## config.mk

```make
export PLATFORM = sky130hd
export DESIGN_NAME = dtack_responder_flat
export DESIGN_NICKNAME = d
export VERILOG_FILES = /design/src/rtl/dtack_pkg.sv /design/src/rtl/dtack_responder_if.sv /design/src/rtl/dtack_responder_ws_counter.sv /design/src/rtl/dtack_responder.sv /design/src/flat_wrapper.sv
export SDC_FILE = /design/constraint.sdc
export NUM_CORES = 1
export LEC_CHECK = 0
export CAP_MARGIN = 40
export CORE_AREA = 2 2 39 41
export CTS_BUF_LIST = sky130_fd_sc_hd__clkbuf_2 sky130_fd_sc_hd__clkbuf_4 sky130_fd_sc_hd__clkbuf_8
export DETAILED_ROUTE_END_ITERATION = 7
export DIE_AREA = 0 0 41 43
export PLACE_DENSITY_LB_ADDON = 0.08
export SLEW_MARGIN = 20
export SYNTH_ARGS = -nofsm -noshare
export SYNTH_HDL_FRONTEND = slang
export SYNTH_SLANG_ARGS = --single-unit
```

## constraint.sdc

```tcl
create_clock -name clk -period 1.6 [get_ports clk]
set_clock_uncertainty 0.15 [all_clocks]
set_input_delay 0.16 -clock clk [delete_from_list [all_inputs] [get_ports clk]]
set_output_delay 0.16 -clock clk [all_outputs]
set_load 0.05 [all_outputs]
```

## src/rtl/dtack_pkg.sv

```systemverilog
// rtl/dtack_pkg.sv - shared encodings and helpers for the /DTACK responder
package dtack_pkg;

  typedef enum logic [1:0] {
    IDLE = 2'd0,
    WAIT = 2'd1,
    ACK  = 2'd2,
    HOLD = 2'd3
  } dtack_state_t;

  localparam int DTACK_CNT_W  = 4;
  localparam int DTACK_WS_MAX = 15;

  // Lowest-numbered set bit wins when several chip selects overlap.
  function automatic logic [1:0] lowest_set(input logic [3:0] v);
    logic [1:0] idx;
    idx = 2'd0;
    for (int i = 3; i >= 0; i--) begin
      if (v[i]) idx = 2'(i);
    end
    return idx;
  endfunction

endpackage

```

## src/rtl/dtack_responder_if.sv

```systemverilog
// rtl/dtack_responder_if.sv - 68000 slave-side bus signals seen by the responder
interface dtack_responder_if #(
  parameter int NSLOTS = 4
);
  logic              n_as;
  logic [NSLOTS-1:0] sel;
  logic [NSLOTS-1:0] ext_rdy;
  logic              bus_timeout;
  logic              n_dtack;
  logic [1:0]        ack_slot;
  logic              busy;
  logic              aborted;

  modport master (
    output n_as, sel, ext_rdy, bus_timeout,
    input  n_dtack, ack_slot, busy, aborted
  );

  modport slave (
    input  n_as, sel, ext_rdy, bus_timeout,
    output n_dtack, ack_slot, busy, aborted
  );
endinterface

```

## src/rtl/dtack_responder_ws_counter.sv

```systemverilog
// rtl/dtack_responder_ws_counter.sv - loadable wait-state down-counter that sticks at zero
module ws_counter
  import dtack_pkg::*;
(
  input  logic                   clk,
  input  logic                   reset,
  input  logic                   load,
  input  logic [DTACK_CNT_W-1:0] load_val,
  input  logic                   dec,
  output logic [DTACK_CNT_W-1:0] cnt,
  output logic                   zero
);

  always_ff @(posedge clk) begin
    if (reset) begin
      cnt <= '0;
    end else if (load) begin
      cnt <= load_val;
    end else if (dec && (cnt != '0)) begin
      cnt <= cnt - 1'b1;
    end
  end

  assign zero = (cnt == '0);

endmodule

```

## src/rtl/dtack_responder.sv

```systemverilog
// rtl/dtack_responder.sv - terminates /AS cycles with /DTACK after per-slot wait states,
// optional device ready, and abort on bus timeout
module dtack_responder
  import dtack_pkg::*;
#(
  parameter int unsigned NSLOTS   = 4,
  parameter int unsigned WS0      = 0,
  parameter int unsigned WS1      = 0,
  parameter int unsigned WS2      = 0,
  parameter int unsigned WS3      = 0,
  parameter logic [3:0]  RDY_MASK = 4'b0000
) (
  input logic               clk,
  input logic               reset,
  dtack_responder_if.slave  bus
);

  if (NSLOTS < 1 || NSLOTS > 4) begin : g_bad_nslots
    $error("dtack_responder: NSLOTS must be 1..4");
  end
  if (WS0 > DTACK_WS_MAX || WS1 > DTACK_WS_MAX ||
      WS2 > DTACK_WS_MAX || WS3 > DTACK_WS_MAX) begin : g_bad_ws
    $error("dtack_responder: wait states must be 0..15");
  end
  if ((RDY_MASK >> NSLOTS) != 4'b0000) begin : g_bad_mask
    $error("dtack_responder: RDY_MASK has bits beyond NSLOTS");
  end

  dtack_state_t           state_q, state_d;
  logic [1:0]             ack_slot_q;
  logic                   n_dtack_q;
  logic                   aborted_q;

  logic [3:0]             sel_w;
  logic [3:0]             rdy_w;
  logic [3:0]             mask_w;
  logic [1:0]             slot_next;
  logic [DTACK_CNT_W-1:0] ws_load;
  logic [DTACK_CNT_W-1:0] cnt;
  logic                   cnt_zero;
  logic                   cnt_load;
  logic                   cnt_dec;
  logic                   abort_now;
  logic                   rdy_ok;
  logic                   busy;

  // Pad the slot vectors so the slot index can always address four bits.
  always_comb begin
    sel_w               = 4'b0000;
    rdy_w               = 4'b0000;
    sel_w[NSLOTS-1:0]   = bus.sel;
    rdy_w[NSLOTS-1:0]   = bus.ext_rdy;
    mask_w              = RDY_MASK;
    slot_next           = lowest_set(sel_w);
    rdy_ok              = !mask_w[ack_slot_q] || rdy_w[ack_slot_q];
    case (slot_next)
      2'd0:    ws_load = 4'(WS0);
      2'd1:    ws_load = 4'(WS1);
      2'd2:    ws_load = 4'(WS2);
      default: ws_load = 4'(WS3);
    endcase
  end

  ws_counter u_ws_counter (
    .clk      (clk),
    .reset    (reset),
    .load     (cnt_load),
    .load_val (ws_load),
    .dec      (cnt_dec),
    .cnt      (cnt),
    .zero     (cnt_zero)
  );

  always_ff @(posedge clk) begin
    if (reset) begin
      state_q    <= IDLE;
      n_dtack_q  <= 1'b1;
      ack_slot_q <= 2'd0;
      aborted_q  <= 1'b0;
    end else begin
      state_q   <= state_d;
      n_dtack_q <= (state_d != ACK);
      aborted_q <= abort_now;
      if (cnt_load) ack_slot_q <= slot_next;
    end
  end

  // Within WAIT: strobe release beats timeout, timeout beats acknowledge.
  always_comb begin
    state_d = state_q;
    case (state_q)
      IDLE: if (!bus.n_as && (sel_w != 4'b0000)) state_d = WAIT;
      WAIT: begin
        if (bus.n_as)                  state_d = IDLE;
        else if (bus.bus_timeout)      state_d = HOLD;
        else if (cnt_zero && rdy_ok)   state_d = ACK;
      end
      ACK:  if (bus.n_as) state_d = IDLE;
      HOLD: if (bus.n_as) state_d = IDLE;
      default: state_d = IDLE;
    endcase
  end

  always_comb begin
    busy      = (state_q != IDLE);
    cnt_load  = (state_q == IDLE) && !bus.n_as && (sel_w != 4'b0000);
    cnt_dec   = (state_q == WAIT) && !bus.n_as && !bus.bus_timeout;
    abort_now = (state_q == WAIT) && !bus.n_as && bus.bus_timeout;
  end

  assign bus.n_dtack  = n_dtack_q;
  assign bus.ack_slot = ack_slot_q;
  assign bus.busy     = busy;
  assign bus.aborted  = aborted_q;

endmodule

```

## src/flat_wrapper.sv

```systemverilog
// flat-port wrapper written by rule: the top's interface ports become plain ports
module dtack_responder_flat import dtack_pkg::*;
#(
  parameter int unsigned NSLOTS   = 4,
  parameter int unsigned WS0      = 0,
  parameter int unsigned WS1      = 0,
  parameter int unsigned WS2      = 0,
  parameter int unsigned WS3      = 0,
  parameter logic [3:0]  RDY_MASK = 4'b0000
)
  (clk, reset, bus_n_as, bus_sel, bus_ext_rdy, bus_bus_timeout, bus_n_dtack, bus_ack_slot, bus_busy, bus_aborted);
  dtack_responder_if #(.NSLOTS(NSLOTS)) bus_i ();
  input logic clk;
  input logic reset;
  input wire logic [$bits(bus_i.n_as)-1:0] bus_n_as;
  input wire logic [$bits(bus_i.sel)-1:0] bus_sel;
  input wire logic [$bits(bus_i.ext_rdy)-1:0] bus_ext_rdy;
  input wire logic [$bits(bus_i.bus_timeout)-1:0] bus_bus_timeout;
  output wire logic [$bits(bus_i.n_dtack)-1:0] bus_n_dtack;
  output wire logic [$bits(bus_i.ack_slot)-1:0] bus_ack_slot;
  output wire logic [$bits(bus_i.busy)-1:0] bus_busy;
  output wire logic [$bits(bus_i.aborted)-1:0] bus_aborted;
  assign bus_i.n_as = bus_n_as;
  assign bus_i.sel = bus_sel;
  assign bus_i.ext_rdy = bus_ext_rdy;
  assign bus_i.bus_timeout = bus_bus_timeout;
  assign bus_n_dtack = bus_i.n_dtack;
  assign bus_ack_slot = bus_i.ack_slot;
  assign bus_busy = bus_i.busy;
  assign bus_aborted = bus_i.aborted;
  dtack_responder #(.NSLOTS(NSLOTS), .WS0(WS0), .WS1(WS1), .WS2(WS2), .WS3(WS3), .RDY_MASK(RDY_MASK)) u_core (.clk(clk), .reset(reset), .bus(bus_i));
endmodule
```

==> metrics.md <==
| Metric | Value |
|---|---|
| Cell breakdown of the critical path | `or4b_4 > or4_1 > a21oi_1` |
| Reg clk slew, reported paths | `0.07 ns` |
| H-tree Lvls | `1` |
| Final setup margin | `-0.0122 ns` |
| Critical setup path kind | `reg -> reg` |
| Crit-path max FO | `6` |
| Critical Path RT | `roughly 1.6 ns` |
| RSZ-0062 raised after global routing | `yes` |
| Post-Place Cells | `97` |
| Largest net degree at the start of global routing | `7` |
| DR pass1 iterations | `4` |
| Drt wl/cell | `~10 um` |
| Failing checks | `setup timing` |
| # setup viols final | `1` |
| #FFs+latches synth | `10` |
| Residual DRC count | `0` |
| Syn Std Cell Area | `approximately 480 um2` |
| I/O Buffers | `12` |
| Fillcell total | `roughly 130` |
| Die height | `43 um` |
| N_diodes | `0` |
| Ys async rst share | `0%` |
| Syn_area_per_cell | `9.14 um2` |
| Detail Placement HPWL | `roughly 840 um` |
| Total Wirelength | `between 1000 and 1500 um` |
| Primary FF master, synth | `dfxtp_1` |
| Remaining Overflow, GRT | `0` |
| Cells after synthesis | `53` |
| Total of max-cap violations | `0` |
| Num rows | `14` |
| Post-synth top area share | `between 40% and 50%` |
| Die width | `about 41 um` |
| CORE AREA | `0.00138 mm2` |
| Vias per cell | `around 5.0` |
| First-pass GRT wire length | `between 1500 and 2000 um` |
| Final ANT Viol Nets | `0` |
| Pleak | `0.356 nW` |
| Power Density | `about 720 mW/mm2` |
| Area contributors post-synth | `dfxtp_1 (41%), inv_1 (6.2%), a21oi_1 (5.2%)` |
| Status | `finished with violations` |
| Maximum VDD drop | `~0.35 mV` |
| Yosys cell types | `27` |
| Final period utilization | `101%` |
| Global-route track usage on met1 | `roughly 20%` |
| Setup crit start kind | `flip-flop` |
| GRT Max-Usage Layer | `met2` |
| Seq/Total Area, Yosys | `41.3%` |
| DIE AREA | `0.00176 mm2` |
| CTS root buf | `clkbuf_4` |
| WHS | `0.297 ns` |
| CTS buffer count | `3` |
| Initial antenna violation count | `0` |
| Crit path capture type | `flip-flop` |
| Number of flops mapped to enable cells by yosys | `0` |
| RePlAce Congestion | `approximately 0.75` |
| Post-Synthesis Net Count | `66` |
| WP data arrival | `~1.7 ns` |
| Skew-Pair Late Insertion Delay | `approximately 0.26 ns` |
| Worst Tran Pin Value | `~0.5 ns` |
| Fmax | `about 0.62 GHz` |
| DR vias | `523` |
| Finished Layout Cells | `about 100` |
| Share of layout cells above drive strength 1 | `approximately 44%` |
| Slowest cell on crit path | `or4b_4` |
| Worst min path class | `in -> reg` |
| Ys Warns | `0` |
| Dominant cell type by area after synthesis | `dfxtp_1` |
| Ports | `17` |
| Gr usage total | `14.8%` |
| Drt initial violations | `4` |
| Initial core utilization | `35.0%` |
| Met2 Track Usage GR | `20.9%` |
| Met3 GRT Util | `approximately 3.7%` |
| Vias in the first global route | `476` |
| Fin crit period | `between 1.5 and 2 ns` |
| CTS sink cnt | `10` |
| Synth-to-Final Area Change | `70.0%` |
| Slew HR | `between 60% and 70%` |
| Final hold violations | `0` |
| Max stage delay on crit path | `a little under 0.5 ns` |
| Slew Limit Fails | `0` |
| CTS Buffer Depth | `2` |
| CTS tree | `built` |
| Layout net count | `between 100 and 150` |
per-stage QoR:
step	setup TNS, ns	instance area [um2]	power, mW	utilization (%)	setup WS [ns]
after global placement	-2.17	736	0.371	53.2	-0.442
after CTS	-0.0634	802	0.600	58.0	-0.0361
after global routing	-0.0799	823	0.628	59.5	-0.0407
final	-0.0122	823	0.593	59.5	-0.0122
after floorplan	-0.152	487	0.310	-	-0.0760
after detailed placement	-1.19	741	0.373	53.5	-0.343
synth_stat cells, types with 2 or more instances:
| cell type | number |
|---|---|
| dfxtp_1 | 10 |
| inv_1 | 8 |
| a21oi_1 | 5 |
| nor2_1 | 3 |
| o21ai_0 | 3 |
| nor4b_1 | 2 |
| or4_1 | 2 |
cells in the final DEF, fill, tap and decap left out, types with 2 or more instances in the layout:
| master | n |
|---|---|
| clkbuf_4 | 3 |
| inv_1 | 6 |
| or4_1 | 2 |
| dfxtp_2 | 3 |
| a21oi_1 | 5 |
| dfxtp_1 | 6 |
| clkdlybuf4s50_1 | 5 |
| o21ai_0 | 3 |
| dlygate4sd2_1 | 2 |
| nor2_1 | 3 |
| buf_4 | 23 |
| inv_2 | 2 |
worst max-delay path, delay by kind of cell (launching register included):
kind            cells  cell delay, ns
compound gates      1            0.13
flops               1            0.36
simple gates        2            0.90
power by group:
part / leakage (nW) / switching, mW / internal (mW)
Clock: 0.0210 / 0.0875 / 0.138
Combinational: 0.252 / 0.0508 / 0.0579
Sequential: 0.0832 / 0.00440 / 0.254
Total: 0.356 / 0.143 / 0.450
path summary, 6_finish.rpt:
path / start / end / cells after the start / slack [ns]
worst max-delay path: u_core.state_q[1] / u_core.u_ws_counter.cnt[3] / 3 / -0.01
worst min-delay path: bus_bus_timeout / u_core.state_q[1] / 3 / 0.30
worst max register to register: u_core.state_q[1] / u_core.u_ws_counter.cnt[3] / 3 / -0.01
worst min register to register: u_core.bus.ack_slot[1] / u_core.bus.ack_slot[1] / 2 / 0.31
flip-flops by register name, indices dropped and copies added, names as in the netlist:
| register | flops |
|---|---|
| u_core.bus.aborted | 1 |
| u_core.bus.ack_slot | 2 |
| u_core.bus.n_dtack | 1 |
| u_core.state_q | 2 |
| u_core.u_ws_counter.cnt | 4 |
cell families (layout without fill, tap and decap cells):
group | after synthesis | after routing | synth area share (%)
and+or+nand+nor | 17 | 17 | 25.6
AOI/OAI and AO/OA | 16 | 16 | 22.0
DFF | 10 | 10 | 41.3
buffers and inverters | 9 | 44 | 8.53
adders and majority gates | 1 | 1 | 2.58
routing by layer:
layer | vias to the layer above | share of wire (%)
li1 | 272 | -
met1 | 241 | 48
met2 | 8 | 48
met3 | 2 | 3.6
met4 | 0 | 0.48
met5 | - | 0
cell type report:
class                   count  area, um2  area share [%]
multi-input cells          34        264            32.1
clock buffers               4       36.3            4.41
repair buffers             32        265            32.2
flip-flops and latches     10        208            25.2
inverters                   8       30.0            3.65
well taps                  16       20.0            2.43
what timing repair did:
item / CTS / global route
endpoints found under the setup margin: 4 / 4
buffers inserted: 1 / 2
gates resized for setup: 11 / 1
hold buffers: 0 / 0
pin swaps: 4 / 3
Note: power is estimated with default switching activity, not from simulation.
